**config.mk**
```make
export PLATFORM = sky130hd
export DESIGN_NAME = cdc_req_sender
export DESIGN_NICKNAME = d
export VERILOG_FILES = /design/src/rtl/cdc_req_sender.sv
export SDC_FILE = /design/constraint.sdc
export NUM_CORES = 1
export LEC_CHECK = 0
export CORE_MARGIN = 2
export CORE_UTILIZATION = 41
export DETAILED_ROUTE_END_ITERATION = 10
export PLACE_DENSITY = 0.85
export SLEW_MARGIN = 25
export SYNTH_ARGS = -nofsm -noshare
export SYNTH_HDL_FRONTEND = slang
export SYNTH_SLANG_ARGS = --single-unit
```
**constraint.sdc**
```tcl
create_clock -name clk -period 1.9 [get_ports clk]
set_clock_uncertainty 0.1 [all_clocks]
set_input_delay 0.38 -clock clk [delete_from_list [all_inputs] [get_ports clk]]
set_output_delay 0.38 -clock clk [all_outputs]
set_load 0.005 [all_outputs]
```
**src/rtl/cdc_req_sender.sv**
```systemverilog
// ============================================================================
// cdc_req_sender : source side of a four-phase req/ack bundled-data CDC link
// Rev 1.0 : initial release
// ============================================================================
`default_nettype none

module cdc_req_sender #(
  parameter int DATA_W      = 8,
  parameter int SYNC_STAGES = 2,
  parameter int TIMEOUT_CYC = 0
) (
  input  logic              clk,
  input  logic              rst_n,
  input  logic              in_valid,
  output logic              in_ready,
  input  logic [DATA_W-1:0] in_data,
  output logic              req,
  output logic [DATA_W-1:0] data_out,
  input  logic              ack_a,
  output logic              done_p,
  output logic              timeout_p,
  output logic              busy
);

  localparam int CNT_W = (TIMEOUT_CYC < 2) ? 1 : $clog2(TIMEOUT_CYC + 1);
  localparam logic [CNT_W-1:0] C_CNT_LAST = CNT_W'((TIMEOUT_CYC > 0) ? TIMEOUT_CYC - 1 : 0);

  typedef enum logic [1:0] {
    IDLE    = 2'd0,
    REQ     = 2'd1,
    ACK_LOW = 2'd2
  } state_t;

  state_t                  state_q, state_d;
  logic                    req_q, req_d;
  logic [DATA_W-1:0]       data_q, data_d;
  logic [CNT_W-1:0]        cnt_q, cnt_d;
  logic                    acked_q, acked_d;
  logic                    done_q, done_d;
  logic                    tmo_q, tmo_d;
  logic [SYNC_STAGES-1:0]  sync_q;
  logic                    ack_s;
  logic                    tmo_hit;

  always_ff @(posedge clk or negedge rst_n) begin
    if (!rst_n) begin
      sync_q <= '0;
    end else begin
      sync_q <= {sync_q[SYNC_STAGES-2:0], ack_a};
    end
  end

  assign ack_s = sync_q[SYNC_STAGES-1];

  generate
    if (TIMEOUT_CYC != 0) begin : g_tmo
      assign tmo_hit = (cnt_q == C_CNT_LAST);
    end else begin : g_no_tmo
      assign tmo_hit = 1'b0;
    end
  endgenerate

  // A still-high ack_s after a timeout abort would complete the next
  // transfer instantly, so accepting is held off until it clears.
  assign in_ready  = (state_q == IDLE) & ~ack_s;
  assign busy      = (state_q != IDLE);
  assign req       = req_q;
  assign data_out  = data_q;
  assign done_p    = done_q;
  assign timeout_p = tmo_q;

  always_comb begin
    state_d = state_q;
    req_d   = req_q;
    data_d  = data_q;
    cnt_d   = cnt_q;
    acked_d = acked_q;
    done_d  = 1'b0;
    tmo_d   = 1'b0;
    case (state_q)
      IDLE: begin
        if (in_valid && in_ready) begin
          data_d  = in_data;
          req_d   = 1'b1;
          cnt_d   = '0;
          acked_d = 1'b0;
          state_d = REQ;
        end
      end
      REQ: begin
        // Ack is checked first so it wins a same-cycle race with expiry.
        if (ack_s) begin
          req_d   = 1'b0;
          acked_d = 1'b1;
          state_d = ACK_LOW;
        end else if (tmo_hit) begin
          req_d   = 1'b0;
          tmo_d   = 1'b1;
          state_d = ACK_LOW;
        end else if (cnt_q != '1) begin
          cnt_d = cnt_q + CNT_W'(1);
        end
      end
      ACK_LOW: begin
        if (!ack_s) begin
          done_d  = acked_q;
          state_d = IDLE;
        end
      end
      default: begin
        state_d = IDLE;
        req_d   = 1'b0;
      end
    endcase
  end

  always_ff @(posedge clk or negedge rst_n) begin
    if (!rst_n) begin
      state_q <= IDLE;
      req_q   <= 1'b0;
      data_q  <= '0;
      cnt_q   <= '0;
      acked_q <= 1'b0;
      done_q  <= 1'b0;
      tmo_q   <= 1'b0;
    end else begin
      state_q <= state_d;
      req_q   <= req_d;
      data_q  <= data_d;
      cnt_q   <= cnt_d;
      acked_q <= acked_d;
      done_q  <= done_d;
      tmo_q   <= tmo_d;
    end
  end

endmodule

`default_nettype wire

```
Word-level counts from Yosys, hierarchy flattened
Index checks and enable logic that the tools add are counted.

Logic and storage cells: 34. Output and inout bits: 13. Bits in registers: 15.

Bitwise gates (word level): 3. Reductions and logical operators: 8. Muxes and demuxes: 12. Equality and inequality tests: 5.

Operators with widths (count): 3-bit AND reduction (3); 1-bit 2-to-1 mux (6); 2-bit 2-to-1 mux (3); 2-bit case mux with 3 select lines (1); 2-bit != test (second input constant) (2); 2-bit nonzero test (2); 1-bit case mux with 3 select lines (1); 2-bit by 1-bit equality test with 1-bit output (second input constant) (1); 2-bit equality test (second input constant) (1); 2-bit zero test (1); 2-bit by 1-bit != test with 1-bit output (second input constant) (1); 1-bit inverter (2); 1-bit case mux with 2 select lines (1); 2-bit AND reduction (1); 1-bit AND (1); 1-bit logical AND (1).

Longest topological paths before layout
Depth in word-level cells: 5. Depth in mapped cells: 5. Gate-level depth less buffers: 3.

Least setup slack after synthesis
OpenSTA, ideal clock, no wires.

Path kind: reg2reg. Start point: register state_q[0]. End point: register data_q[0] (netlist: data_out[0]). Data arrival time: 1255 ps. Clock period less this slack: 1480 ps. Buffers on the path: 2. Path slack: 420 ps. Stages on the path, launching flop included: 6. Required time: 1675 ps. Path through: dfrtp_1 > buf_6 > nor3_2 > and2_4 > buf_12 > mux2_4.

Longest elaborated chain between the ends: 4.

Ends and longest elaborated chain: start, declared (RTL line 34) `state_t state_q, state_d;`; start signal, assigned (RTL line 127) `state_q <= state_d;`; 2-bit zero test (RTL line 65) `assign in_ready = (state_q == IDLE) & ~ack_s;`; 1-bit AND (RTL line 65); named net in_ready (RTL line 15) `output logic in_ready,`; 1-bit logical AND (RTL line 82) `if (in_valid && in_ready) begin`; 2-bit AND reduction (no line); end signal, assigned (RTL line 129) `data_q <= data_d;`; end, declared (RTL line 36) `logic [DATA_W-1:0] data_q, data_d;`.

The timed path passes the listed nets, and every way through them passes these cells. A chain may end at the register's enable or synchronous reset.

Worst setup path in the final report
Start point: register state_q[1]. End point: output busy.

Longest elaborated chain between the ends: 1.

Ends and longest elaborated chain: 2-bit nonzero test (RTL line 66) `assign busy = (state_q != IDLE);`; end, declared (RTL line 22) `output logic busy`.

No other way between the ends.

==> results.cfg <==
[setup_path]
critPathLaunchType = flip-flop
crit_path_max_fanout = 3
worstPathArrival_ns = 1.33
endpoint_kind = primary output
crit_type = reg2out
required_ns = 1.42

[timing]
whs_ns = 0.252
fin_crit_ns = 1.81
hold_violations = 0
finalCritPeriodShare_pct = 95.1
maxSlewViolCount = 0
finalSetupViolCount = 0
rsz0062_at_grt = false
max_freq_mhz = 553
setup_tns_ns = 0

[detailed_routing]
postRouteAntennaNets = 0
first_iter_violations = 10
drc = 0
vias = 428
routedWlPerCell_microns = 13.7
dr.pass1.iters = 4
wl_mm = 1.18
viasPerCell = 4.98

[logic_synthesis]
yosys.area.top_type = dfrtp_1
synth-edff-count = 0
synth.avg_cell_area_sq_um = 14.7
yosysMostFrequentCell = dfrtp_1
ys_top_cells_by_count = 15 x dfrtp_1, 8 x mux2_4, 3 x inv_1
yosys.area.top_type_share_pct = 59.4
synth_area_leaders = dfrtp_1 59%, mux2_4 19%, buf_12 3.2%, buf_6 1.8%, inv_1 1.8%
syn_inst = 43
synth_flop_cell = dfrtp_1
synthDistinctLibCells = 17
syn_nets = 55
synth.ff_latch_count = 15
async_flop_share_pct = 100
synth_warnings = 0
synth.cell_area_sq_um = 632
seq_area_frac_synth_pct = 59.4

[cts]
h-tree-depth = 1
cts_buffers = 3
cts_root_buffer = clkbuf_4
clockBufferDepth = 2
clock_sinks = 15
cts_tree = built
clk_latency_ns = 0.28
clkTransAtPathRegs_ns = 0.09

[job]
maxCapViolations = 0

[layout]
final_cells = 86
multi_input_area_sq_um = 206
final-seq-area_sq_um = 377
final_layout_size_suffix_gt1_share_pct = 25.7
layout.nets = 83
antenna_cells = 0
areaGrowthSynthToFinish_pct = 41.4
fillers = 123

[hold_path]
hold_path_class = reg2reg

[floorplan]
die-area_sq_um = 1870
die_y_microns = 43.3
rows = 14
io-pin-count = 25
start_util_pct = 42.9
coreArea_sq_um = 1470
die_w_microns = 43.3

[place]
port_buffers = 23
hpwl_microns = 820
gp_congestion = 0.659
placed_cells = 80

[global_route]
grt-ovfl-total = 0
antenna_found_initial = 0
grt_use_total_pct = 14.2
grt_pass1_vias = 404
grt_pass1_wl_mm = 1.87
grt_start_max_net_pins = 16

[power]
ir_drop_uv = 820
leakage_nw = 0.411
totalPowerFinal_w = 0.000907
p_per_area_nw_per_um2 = 1010

[run_status]
status = completed
## cell usage in the layout, fill, tap and decap left out, types with 2 or more instances in the layout
cell type        netlist  routed
nor2_1                 2       2
mux2_4                 8       8
clkbuf_4               0       3
buf_4                  1       3
clkdlybuf4s50_1        0      22
inv_1                  3       3
nor3_1                 2       2
dfrtp_1               15      14
a21oi_1                2       2
## critical path: stages, from the launching register on
cell and delay [ns]:
dfrtp_1 0.40, inv_1 0.09, nand2_1 0.06, clkdlybuf4s50_1 0.49
## per-layer routing
layer  vias to the layer above  GRT usage, %  routed length [microns]
met5                         -             0                        0
met2                        19          21.2                      601
met3                         0          7.66                       84
li1                        194             -                        -
met4                         0          1.82                        0
met1                       215          18.8                      495
## worst paths after layout
| check | from | to | slack [ns] | cells past startpoint |
|---|---|---|---|---|
| max | state_q[1] | busy | 0.09 | 3 |
| min | sync_q[0] | sync_q[1] | 0.25 | 0 |
| max reg2reg | state_q[1] | data_out[4] | 0.46 | 3 |
| min reg2reg | sync_q[0] | sync_q[1] | 0.25 | 0 |
| max in group asynchronous | rst_n | state_q[0] | 1.22 | 2 |
| min in group asynchronous | rst_n | data_out[0] | 0.30 | 2 |
## flip-flops by register name, summed over array words and instances (netlist names)
signal    cells
state_q       2
req           1
data_out      8
sync_q        2
done_p        1
acked_q       1
## stage by stage
| step | setup slack [ns] | util (%) | cell area, sq um |
|---|---|---|---|
| after global placement | 0.226 | 57.8 | 851 |
| final | 0.0923 | 60.7 | 893 |
| after CTS | 0.0934 | 60.7 | 893 |
| after global routing | 0.0341 | 60.7 | 893 |
| after floorplan | 0.420 | - | 632 |
| after detailed placement | 0.208 | 57.8 | 851 |
## repair_timing
item,4_1_cts,5_1_grt
gates resized for setup,2,0
hold buffers,0,0
setup buffers,2,0
setup endpoints to repair,2,0
## where the power goes
group	switching [W]	leakage, nW	internal, W
logic	0.0000837	0.213	0.000213
registers	0.0000440	0.180	0.000386
clock network	0.000101	0.0177	0.0000781
## cell families after synthesis
family / after synthesis / share of synthesized area (%)
flops: 15 / 59.4
mux: 8 / 19.0
simple gates: 9 / 8.71
buf+inv: 6 / 7.92
xor+xnor: 1 / 1.39
compound gates: 3 / 2.97
other cells: 1 / 0.593
## area by class of cell
cell class,instances,area share (%)
Tap cell,16,2.24
Multi-Input combinational cell,22,23.1
Sequential cell,15,42.2
Timing Repair Buffer,26,28.2
Clock inverter,1,0.560
Clock buffer,3,2.52
Inverter,3,1.26
Power figures use the tool's default switching activity.
